<file path="config.mk">
export PLATFORM = sky130hd
export DESIGN_NAME = mlp_batch_scheduler
export DESIGN_NICKNAME = d
export VERILOG_FILES = /design/src/rtl/mlp_batch_scheduler.sv
export SDC_FILE = /design/constraint.sdc
export NUM_CORES = 1
export LEC_CHECK = 0
export CAP_MARGIN = 10
export CORE_UTILIZATION = 55
export CTS_BUF_LIST = sky130_fd_sc_hd__clkbuf_2 sky130_fd_sc_hd__clkbuf_4 sky130_fd_sc_hd__clkbuf_8
export CTS_CLUSTER_SIZE = 30
export DETAILED_ROUTE_END_ITERATION = 8
export PLACE_DENSITY = 0.86
export SYNTH_ARGS = -nofsm -noshare
export SYNTH_HDL_FRONTEND = slang
export SYNTH_SLANG_ARGS = --single-unit
</file>
<file path="constraint.sdc">
create_clock -name clk -period 3.4 [get_ports clk]
set_clock_uncertainty 0.2 [all_clocks]
set_input_delay 0.68 -clock clk [delete_from_list [all_inputs] [get_ports clk]]
set_output_delay 0.68 -clock clk [all_outputs]
set_load 0.02 [all_outputs]
</file>
<file path="src/rtl/mlp_batch_scheduler.sv">
// Batch scheduler for the MLP inference controller.
// Walks a batch of stored test samples: launches one inference per sample,
// waits for completion (with a timeout), reads the sample's label and keeps
// running counts of tests run and correct predictions.
module mlp_batch_scheduler #(
    parameter int NUM_TESTS = 750,
    parameter int TEST_W    = 10,
    parameter int CLASS_W   = 4,
    parameter int TIMEOUT   = 2047
) (
    input  logic               clk,
    input  logic               rst,
    input  logic               batch_start,
    input  logic [TEST_W-1:0]  batch_len,
    output logic               mlp_start,
    output logic [TEST_W-1:0]  mlp_test_num,
    input  logic               mlp_done,
    input  logic [CLASS_W-1:0] pred_class,
    output logic               label_rd,
    output logic [TEST_W-1:0]  label_addr,
    input  logic [CLASS_W-1:0] label_data,
    output logic [TEST_W-1:0]  tested_cnt,
    output logic [TEST_W-1:0]  correct_cnt,
    output logic               busy,
    output logic               batch_done,
    output logic               timeout_err
);

    localparam int                 WAIT_W    = $clog2(TIMEOUT + 1);
    localparam logic [TEST_W-1:0]  MAX_LEN   = TEST_W'(NUM_TESTS);
    // Last wait count before giving up: the FSM spends TIMEOUT cycles in WAIT_DONE.
    localparam logic [WAIT_W-1:0]  WAIT_LAST = WAIT_W'(TIMEOUT - 1);

    typedef enum logic [2:0] {
        S_IDLE      = 3'd0,
        S_LAUNCH    = 3'd1,
        S_WAIT_DONE = 3'd2,
        S_FETCH_LBL = 3'd3,
        S_COMPARE   = 3'd4,
        S_NEXT      = 3'd5,
        S_FINISH    = 3'd6,
        S_ERROR     = 3'd7
    } state_t;

    state_t              state;
    logic [TEST_W-1:0]   idx;
    logic [TEST_W-1:0]   len;
    logic [CLASS_W-1:0]  pred_q;
    logic [WAIT_W-1:0]   wait_cnt;

    // The test index register drives the controller's sample address directly,
    // so it stays stable from LAUNCH until NEXT advances it.
    assign mlp_test_num = idx;

    // Batch FSM with registered outputs: every pulse output is set on the
    // transition into the state that owns it and cleared by default otherwise.
    always_ff @(posedge clk or posedge rst) begin
        if (rst) begin
            state       <= S_IDLE;
            idx         <= {TEST_W{1'b0}};
            len         <= {TEST_W{1'b0}};
            pred_q      <= {CLASS_W{1'b0}};
            wait_cnt    <= {WAIT_W{1'b0}};
            mlp_start   <= 1'b0;
            label_rd    <= 1'b0;
            label_addr  <= {TEST_W{1'b0}};
            tested_cnt  <= {TEST_W{1'b0}};
            correct_cnt <= {TEST_W{1'b0}};
            busy        <= 1'b0;
            batch_done  <= 1'b0;
            timeout_err <= 1'b0;
        end else begin
            mlp_start  <= 1'b0;
            label_rd   <= 1'b0;
            label_addr <= {TEST_W{1'b0}};
            batch_done <= 1'b0;
            case (state)
                S_IDLE, S_ERROR: begin
                    if (batch_start) begin
                        len         <= (batch_len > MAX_LEN) ? MAX_LEN : batch_len;
                        idx         <= {TEST_W{1'b0}};
                        tested_cnt  <= {TEST_W{1'b0}};
                        correct_cnt <= {TEST_W{1'b0}};
                        timeout_err <= 1'b0;
                        busy        <= 1'b1;
                        if (batch_len == {TEST_W{1'b0}}) begin
                            state      <= S_FINISH;
                            batch_done <= 1'b1;
                        end else begin
                            state     <= S_LAUNCH;
                            mlp_start <= 1'b1;
                        end
                    end else begin
                        state <= state;
                    end
                end
                S_LAUNCH: begin
                    wait_cnt <= {WAIT_W{1'b0}};
                    state    <= S_WAIT_DONE;
                end
                S_WAIT_DONE: begin
                    // A completion in the final wait cycle still counts.
                    if (mlp_done) begin
                        pred_q     <= pred_class;
                        label_rd   <= 1'b1;
                        label_addr <= idx;
                        state      <= S_FETCH_LBL;
                    end else if (wait_cnt == WAIT_LAST) begin
                        timeout_err <= 1'b1;
                        busy        <= 1'b0;
                        state       <= S_ERROR;
                    end else begin
                        wait_cnt <= wait_cnt + WAIT_W'(1);
                    end
                end
                S_FETCH_LBL: begin
                    // Synchronous label RAM: data arrives during COMPARE.
                    state <= S_COMPARE;
                end
                S_COMPARE: begin
                    tested_cnt <= tested_cnt + TEST_W'(1);
                    if (label_data == pred_q) begin
                        correct_cnt <= correct_cnt + TEST_W'(1);
                    end else begin
                        correct_cnt <= correct_cnt;
                    end
                    state <= S_NEXT;
                end
                S_NEXT: begin
                    if (idx == len - TEST_W'(1)) begin
                        batch_done <= 1'b1;
                        state      <= S_FINISH;
                    end else begin
                        idx       <= idx + TEST_W'(1);
                        mlp_start <= 1'b1;
                        state     <= S_LAUNCH;
                    end
                end
                S_FINISH: begin
                    busy  <= 1'b0;
                    state <= S_IDLE;
                end
                default: begin
                    busy  <= 1'b0;
                    state <= S_IDLE;
                end
            endcase
        end
    end

endmodule

</file>
Yosys cells after proc, flatten, opt, wreduce, memory -nomap -nowiden --
Index checks and enable logic that the tools add are counted.
Cells by class: $add $sub $neg 5, magnitude comparators 1, equality and inequality tests 17, mux-type cells 36, reductions and logical operators 17
Operators with widths (count):
- two-way mux 10 bit | 6
- one-hot mux 10 bit (2 select lines) | 3
- adder 10 x 1 -> 10 bit (second input constant) | 3
- two-way mux 11 bit | 2
- one-hot mux 11 bit (2 select lines) | 1
- one-hot mux 3 bit (7 select lines) | 1
- two-way mux 3 bit | 5
- two-way mux 1 bit | 14
- equality test 3 bit (second input constant) | 4
- inequality test 2 bit (second input constant) | 6
- adder 11 x 1 -> 11 bit (second input constant) | 1
- equality test 11 bit (second input constant) | 1
- equality test 10 bit | 1
- greater-than comparator 10 bit (second input constant) | 1
- logical NOT 10 bit | 1
- subtractor 10 x 1 -> 10 bit (second input constant) | 1
- AND reduction 3 bit | 3
- AND reduction 2 bit | 4
- AND reduction 4 bit | 2
- nonzero test 2 bit | 4
- equality test 3 x 2 -> 1 bit (second input constant) | 2
- one-hot mux 1 bit (2 select lines) | 3
- equality test 4 bit | 1
- equality test 3 x 1 -> 1 bit (second input constant) | 1
- 5 further kinds | 5
Word-level totals: bits in registers 73, output and inout port bits 45, logic and storage cells 89

Longest topological paths before layout --
Gate-level depths: netlist of the first run.
word-level depth 4, gate-level depth with buffers 10, mapped depth without buffers 8

Least setup slack after synthesis of the first run --
No wires, ideal clock.
path kind in2reg, start in batch_len[5], end reg state[0], setup time 0.119 ns, arrival time 2.399 ns, setup slack 0.683 ns, cell stages on the path 6, cell sequence or4_1 > nor4_1 > nand2_1 > a32o_1 > a311o_1 > o21a_1
Between the ends: word-level cells in the longest chain between the ends 4
RTL lines:
- start, declared | RTL line 14 | input logic [TEST_W-1:0] batch_len,
- logical NOT 10 bit | RTL line 86 | if (batch_len == {TEST_W{1'b0}}) begin
- two-way mux 3 bit | RTL line 86
- two-way mux 3 bit | RTL line 79 | if (batch_start) begin
- one-hot mux 3 bit (7 select lines) | RTL line 77 | case (state)
- end signal, assigned | RTL line 94 | state <= state;
- end, declared | RTL line 45 | state_t state;
Every way passes these cells. The select of a mux whose other input is x is not followed. A chain may end at the register's enable or synchronous reset.

Worst setup path after layout of the first run --
start reg len[2], end reg idx[2] (netlist: mlp_test_num[2])
Between the ends: word-level cells in the longest chain between the ends 4
RTL lines:
- start, declared | RTL line 47 | logic [TEST_W-1:0] len;
- start signal, assigned | RTL line 61 | len <= {TEST_W{1'b0}};
- start signal, assigned | RTL line 80 | len <= (batch_len > MAX_LEN) ? MAX_LEN : batch_len;
- subtractor 10 x 1 -> 10 bit | RTL line 130 | if (idx == len - TEST_W'(1)) begin
- equality test 10 bit | RTL line 130
- inequality test 2 bit (no line)
- AND reduction 3 bit (no line)
- end signal, assigned | RTL line 60 | idx <= {TEST_W{1'b0}};
- end signal, assigned | RTL line 81 | idx <= {TEST_W{1'b0}};
- end signal, assigned | RTL line 134 | idx <= idx + TEST_W'(1);
- end, declared | RTL line 46 | logic [TEST_W-1:0] idx;
Every way passes these cells.

==> results of run 1 <==
-- how the worst min path moves through the flow --
stage,from,endpoint,slack [ns],cells past startpoint
global route,tested_cnt[9]$_DFFE_PP0P_,tested_cnt[9]$_DFFE_PP0P_,0.32,1
floorplan,len[9]$_DFFE_PP0P_,len[9]$_DFFE_PP0P_,0.27,2
detailed placement,tested_cnt[9]$_DFFE_PP0P_,tested_cnt[9]$_DFFE_PP0P_,0.28,1
CTS,tested_cnt[9]$_DFFE_PP0P_,tested_cnt[9]$_DFFE_PP0P_,0.29,1
finish,tested_cnt[9]$_DFFE_PP0P_,tested_cnt[9]$_DFFE_PP0P_,0.29,1
global placement,tested_cnt[9]$_DFFE_PP0P_,tested_cnt[9]$_DFFE_PP0P_,0.27,1
-- stage by stage --
stage	utilization, %	hold WS (ns)	setup WS (ns)	cells	power, mW
6_report	71.66	0.2898	0.3557	586	3.169
5_1_grt	71.66	0.3151	0.2549	586	3.348
4_1_cts	71.66	0.2903	0.3836	586	3.151
3_5_place_dp	68.29	0.2759	0.1843	571	2.341
3_3_place_gp	68.29	0.2686	0.2069	571	2.274
2_1_floorplan	-	0.2668	0.6667	422	2.012
-- layout by cell type (no fill, tap or decap), types with 6 or more instances in the layout --
cell type	instances
and3_1	10
dfrtp_1	73
nor3_1	10
xor2_1	16
nand4_1	13
nand3_1	16
inv_1	12
mux2i_1	8
nand2b_1	9
nor4_1	6
clkdlybuf4s50_1	66
ha_1	6
and2_1	11
nand2_1	49
nor2_1	31
clkbuf_8	9
xnor2_1	10
o21ai_0	27
a21oi_1	17
or3_1	9
buf_4	9
-- cells by family (layout without fill, tap and decap cells) --
| family | count (synthesis) | count (layout) | synth area share [%] |
|---|---|---|---|
| xor+xnor | 26 | 26 | 5.767 |
| fa+ha+maj | 6 | 6 | 1.901 |
| flops | 73 | 73 | 46.26 |
| simple gates | 177 | 177 | 22.59 |
| compound gates | 91 | 91 | 15.91 |
| mux | 13 | 13 | 3.454 |
| buf+inv | 36 | 104 | 4.119 |
-- layer usage --
| layer | global-route usage, % | vias to the layer above | share of wire (%) |
|---|---|---|---|
| met1 | 33.91 | 1706 | 42 |
| li1 | - | 1634 | - |
| met3 | 4.286 | 27 | 6.2 |
| met2 | 46.32 | 157 | 49 |
| met4 | 13.94 | 0 | 2.4 |
| met5 | 0 | - | 0 |
-- flip-flops by register name, indices dropped and copies added (netlist names) --
signal and cells:
busy 1, label_addr 10, timeout_err 1, pred_q 4, len 10, tested_cnt 10
correct_cnt 10, batch_done 1, mlp_start 1, mlp_test_num 10, wait_cnt 11, state 3
label_rd 1
-- where the power goes --
| group | internal [mW] | leakage (nW) | switching (mW) |
|---|---|---|---|
| Combinational | 0.446 | 0.948 | 0.648 |
| Clock | 0.481 | 0.115 | 0.323 |
| Sequential | 1.02 | 0.970 | 0.248 |
-- area by class of cell --
class | count | share of cell area [%]
clock buffer | 9 | 2.517
multi-input combinational | 313 | 39.88
tap | 96 | 2.440
timing repair buffer | 75 | 14.79
inverter | 14 | 1.068
clock inverter | 6 | 2.186
sequential | 73 | 37.11
==> results.yml, run 1 <==
place:
  placed_area_um2: 4691
  routabilityCongestion: 0.8683
  numPortBuffers: 66
  dp_hpwl_mm: 6.677
cts:
  worstSkewPairLatency_ns: 0.35
  root_buffer: "clkbuf_8"
  clock_path_buffers: 2
  hold_buffers: 0
  cts_resized: 0
  htree_num_levels: 3
  post-cts-setup-buffer-count: 0
  numCtsBuffers: 9
  numClockSinks: 73
  cts_tree: "built"
  path_clk_slew_ns: 0.07
synthesis:
  async_flop_share_pct: 100.0
  ys_seq_area_share_pct: 46.26
  synth_top_area_share_pct: 46.26
  ys_warn_count: 0
  syn_inst: 422
  synth_common_cells: "73 x dfrtp_1, 49 x nand2_1, 31 x nor2_1"
  synth_cell_types: 57
  synth_ff_type: "dfrtp_1"
  synth_area_um2: 3949
  syn_avg_cell_area_um2: 9.357
  synth_area_leaders: "dfrtp_1 46%, nand2_1 4.7%, o21ai_0 3.5%, xor2_1 3.5%, nor2_1 2.9%"
  ys_seq_elements: 73
  yosysMostFrequentCell: "dfrtp_1"
  synth_fp_nets: 450
  synth-edff-count: 0
  yosysTopAreaCell: "dfrtp_1"
sta:
  rsz0062_at_grt: "false"
  tightest_slew_ns: 0.7229
  slew_violations: 0
  hold_viol_final: 0
  fin_crit_sh_pct: 89.54
  period_minus_slack_ns: 3.044
  setup_viol: 0
  tns_ns: 0
  fmax_mhz: 328.5
  timing.slew.headroom_pct: 51.36
setup_path:
  worstSetupPathType: "register to register"
  critPathCaptureType: "register"
  worstPathMaxFanout: 15
  crit_path_start: "len[2]$_DFFE_PP0P_"
  crit_path_end: "mlp_test_num[2]$_DFFE_PP0P_"
  required_ns: 3.43
  crit_chain: "or3_1 > or4_1 > a211oi_1 > or3_1 > a21boi_1 > a2111oi_2"
  cpMaxStageDelayCell: "or4_1"
  rr_worst_depth: 6
  start_kind: "register"
  r2r_slack_ns: 0.36
  cpMostUsedCell: "or3_1"
  path_buf_inv: 0
  cp_data_arrival_time_ns: 3.08
  critPathTopFamily: "simple AND/OR/NAND/NOR gates"
  cp_num_cells: 6
  reg2reg_to: "mlp_test_num[2]$_DFFE_PP0P_"
  r2r_start: "len[2]$_DFFE_PP0P_"
  max_stage_delay_ns: 0.51
die:
  core_um2: 6869
  die_y_um: 86.73
  fp.dieW_um: 86.73
  die-area_um2: 7522
  start_util_pct: 57.49
  pin_count: 67
  std_cell_rows: 30
route:
  ant_nets: 0
  wl_per_cell_um: 16.10
  dr.pass1.iters: 5
  route.detailed.drc: 0
  drt-initial-drc-count: 246
  num_vias: 3524
  drt_wl_total_mm: 9.436
  viasPerCell: 6.014
layout:
  nets: 514
  num-fill-cells: 515
  layout-drive-gt1-share_pct: 8.571
  regArea_um2: 1827
  n_antenna_cell: 0
  final_area_um2: 4922
  area_delta_synth_final_pct: 24.65
  multi_input_area_um2: 1963
power_and_ir_drop:
  leakage_nw: 2.034
  pwr_density_cell_nw_per_um2: 643.8
  vdd_drop_max_mv: 0.4096
grt:
  track_usage_pct: 27.33
  grt_max_degree: 34
  overflow: 0
  grt_pass1_wl_mm: 15.90
  grt_antenna_before_repair: 0
  first_global_vias: 3426
flow_run:
  maxCapViolations: 0
run_status:
  status: "complete, no violations"
worst_hold_path:
  min_path_type: "register to register"
No activity file was read; power rests on OpenSTA's default activity.
==> run 2: changes to the inputs <==
--- a/config.mk
+++ b/config.mk
@@ -6,11 +6,11 @@
 export NUM_CORES = 1
 export LEC_CHECK = 0
 export CAP_MARGIN = 10
-export CORE_UTILIZATION = 55
+export CORE_UTILIZATION = 40
 export CTS_BUF_LIST = sky130_fd_sc_hd__clkbuf_2 sky130_fd_sc_hd__clkbuf_4 sky130_fd_sc_hd__clkbuf_8
 export CTS_CLUSTER_SIZE = 30
 export DETAILED_ROUTE_END_ITERATION = 8
-export PLACE_DENSITY = 0.86
+export PLACE_DENSITY = 0.67
 export SYNTH_ARGS = -nofsm -noshare
 export SYNTH_HDL_FRONTEND = slang
 export SYNTH_SLANG_ARGS = --single-unit
==> run 2 against run 1 <==
Setup slack better by 0.11 ns. Global-route usage down 8.8 points. Sequential share of layout area down 0.23 points. Sequential power about the same. Highest routed layer unchanged. Flip-flop and latch count unchanged. Maximum frequency up 3.9%. Routed wire length down 6.2%. Register-to-register slack better by 0.11 ns. Clock-buffer cell count unchanged. Die area up 37%. Largest power group unchanged. Utilization down 19 points. Cell count up 5.5%.
==> results.yml, run 2 (synthesis results as in run 1) <==
die:
  fp.dieW_um: 101.4
  core_um2: 9415
  die_y_um: 101.4
  pin_count: 67
  std_cell_rows: 35
  start_util_pct: 41.94
  die-area_um2: 10270
setup_path:
  worstSetupPathType: "register to register"
  critPathCaptureType: "register"
  worstPathMaxFanout: 15
  start_kind: "register"
  required_ns: 3.45
  cp_data_arrival_time_ns: 2.98
route:
  wl_per_cell_um: 14.33
  drt_wl_total_mm: 8.853
  dr.pass1.iters: 4
  viasPerCell: 5.416
  num_vias: 3347
  route.detailed.drc: 0
  drt-initial-drc-count: 173
  ant_nets: 0
sta:
  period_minus_slack_ns: 2.931
  fin_crit_sh_pct: 86.21
  timing.slew.headroom_pct: 51.40
  tightest_slew_ns: 0.7224
  hold_viol_final: 0
  tns_ns: 0
  slew_violations: 0
  setup_viol: 0
  rsz0062_at_grt: "false"
  fmax_mhz: 341.2
layout:
  layout-drive-gt1-share_pct: 8.384
  final_common_cell: "dfrtp_1"
  nets: 513
  top_register: "wait_cnt"
  instances_no_fill: 618
  mostFrequentLayoutCells: "73 x dfrtp_1, 66 x clkdlybuf4s50_1, 49 x nand2_1, 31 x nor2_1, 27 x o21ai_0"
  largest_reg_flops: 11
  fin_util_pct: 52.61
  n_antenna_cell: 0
  area_delta_synth_final_pct: 25.44
cts:
  numClockSinks: 73
  path_clk_slew_ns: 0.09
  cts_tree: "built"
  worstSkewPairLatency_ns: 0.35
  clock_path_buffers: 2
  hold_buffers: 0
  cts_resized: 0
  root_buffer: "clkbuf_8"
  post-cts-setup-buffer-count: 0
  htree_num_levels: 3
  numCtsBuffers: 9
grt:
  track_usage_pct: 18.52
  first_global_vias: 3053
  grt_pass1_wl_mm: 14.77
  overflow: 0
  grt_max_degree: 45
  grt_antenna_before_repair: 0
place:
  dpl.cell_count: 603
  routabilityCongestion: 0.8406
  dp_hpwl_mm: 6.446
  numPortBuffers: 66
power_and_ir_drop:
  vdd_drop_max_mv: 0.2751
  pwr_density_cell_nw_per_um2: 617.3
  leakage_nw: 2.021
  finalPower_mw: 3.058
worst_hold_path:
  min_path_type: "register to register"
run_status:
  status: "complete, no violations"
flow_run:
  maxCapViolations: 0
## run 2: cell types whose count changed in the layout (fill, tap and decap cells not counted), sizes merged
cell,previous run,this run
clkinv,2,1
bufinv,3,2
clkinvlp,1,2
buf,9,8
inv,14,15
## run 2: metal layers
metal | part of all wire [%] | GRT usage [%] | vias up
met4 | 1.3 | 7.915 | 0
met2 | 46 | 28.47 | 85
met1 | 48 | 25.64 | 1613
met3 | 4.3 | 3.451 | 11
li1 | - | - | 1638
met5 | 0 | 0 | -
## run 2: power breakdown
part	internal (mW)	total [mW]	leakage [nW]	switching [mW]
combinational	0.444	1.05	0.949	0.602
sequential	1.02	1.26	0.970	0.235
clock	0.413	0.753	0.102	0.341
total	1.88	3.06	2.02	1.18
## run 2: cell type report
class                           count  area (µm²)
Clock buffer                        9       123.9
Clock inverter                      6       92.59
Fill cell                         856        4462
Inverter                           14       52.55
Multi-Input combinational cell    313        1963
Sequential cell                    73        1827
Tap cell                          129       161.4
Timing Repair Buffer               74       733.2
## run 2: worst max-delay path, stage by stage, from the launching register on
cell	delay, ns
dfrtp_1	0.48
or3_1	0.49
or4_1	0.51
a211oi_1	0.22
or3_1	0.43
a21boi_1	0.15
a2111oi_2	0.34
## run 2: final timing paths
path,endpoint,slack [ns],startpoint,depth (start not counted)
worst min register to register,tested_cnt[9]$_DFFE_PP0P_,0.29,tested_cnt[9]$_DFFE_PP0P_,1
worst min-delay path,tested_cnt[9]$_DFFE_PP0P_,0.29,tested_cnt[9]$_DFFE_PP0P_,1
min in group asynchronous,correct_cnt[2]$_DFFE_PP0P_,0.53,rst,2
max in group asynchronous,len[7]$_DFFE_PP0P_,1.82,rst,3
worst max register to register,mlp_test_num[2]$_DFFE_PP0P_,0.47,len[2]$_DFFE_PP0P_,6
worst max-delay path,mlp_test_num[2]$_DFFE_PP0P_,0.47,len[2]$_DFFE_PP0P_,6
## run 2: stage by stage
| step | hold WS (ns) | setup WS [ns] | instance area (µm²) |
|---|---|---|---|
| 2_1_floorplan | 0.2668 | 0.6667 | 3949 |
| 3_3_place_gp | 0.2713 | 0.2762 | 4737 |
| 3_5_place_dp | 0.2816 | 0.2212 | 4737 |
| 4_1_cts | 0.2960 | 0.4796 | 4954 |
| 5_1_grt | 0.3170 | 0.2432 | 4954 |
| 6_report | 0.2929 | 0.4688 | 4954 |
==> run 3: changes to the inputs <==
--- a/config.mk
+++ b/config.mk
@@ -8,7 +8,6 @@
 export CAP_MARGIN = 10
 export CORE_UTILIZATION = 40
 export CTS_BUF_LIST = sky130_fd_sc_hd__clkbuf_2 sky130_fd_sc_hd__clkbuf_4 sky130_fd_sc_hd__clkbuf_8
-export CTS_CLUSTER_SIZE = 30
 export DETAILED_ROUTE_END_ITERATION = 8
 export PLACE_DENSITY = 0.67
 export SYNTH_ARGS = -nofsm -noshare
==> results of run 3 <==
The final DEF is identical to that of run 2; final timing and power are the same.
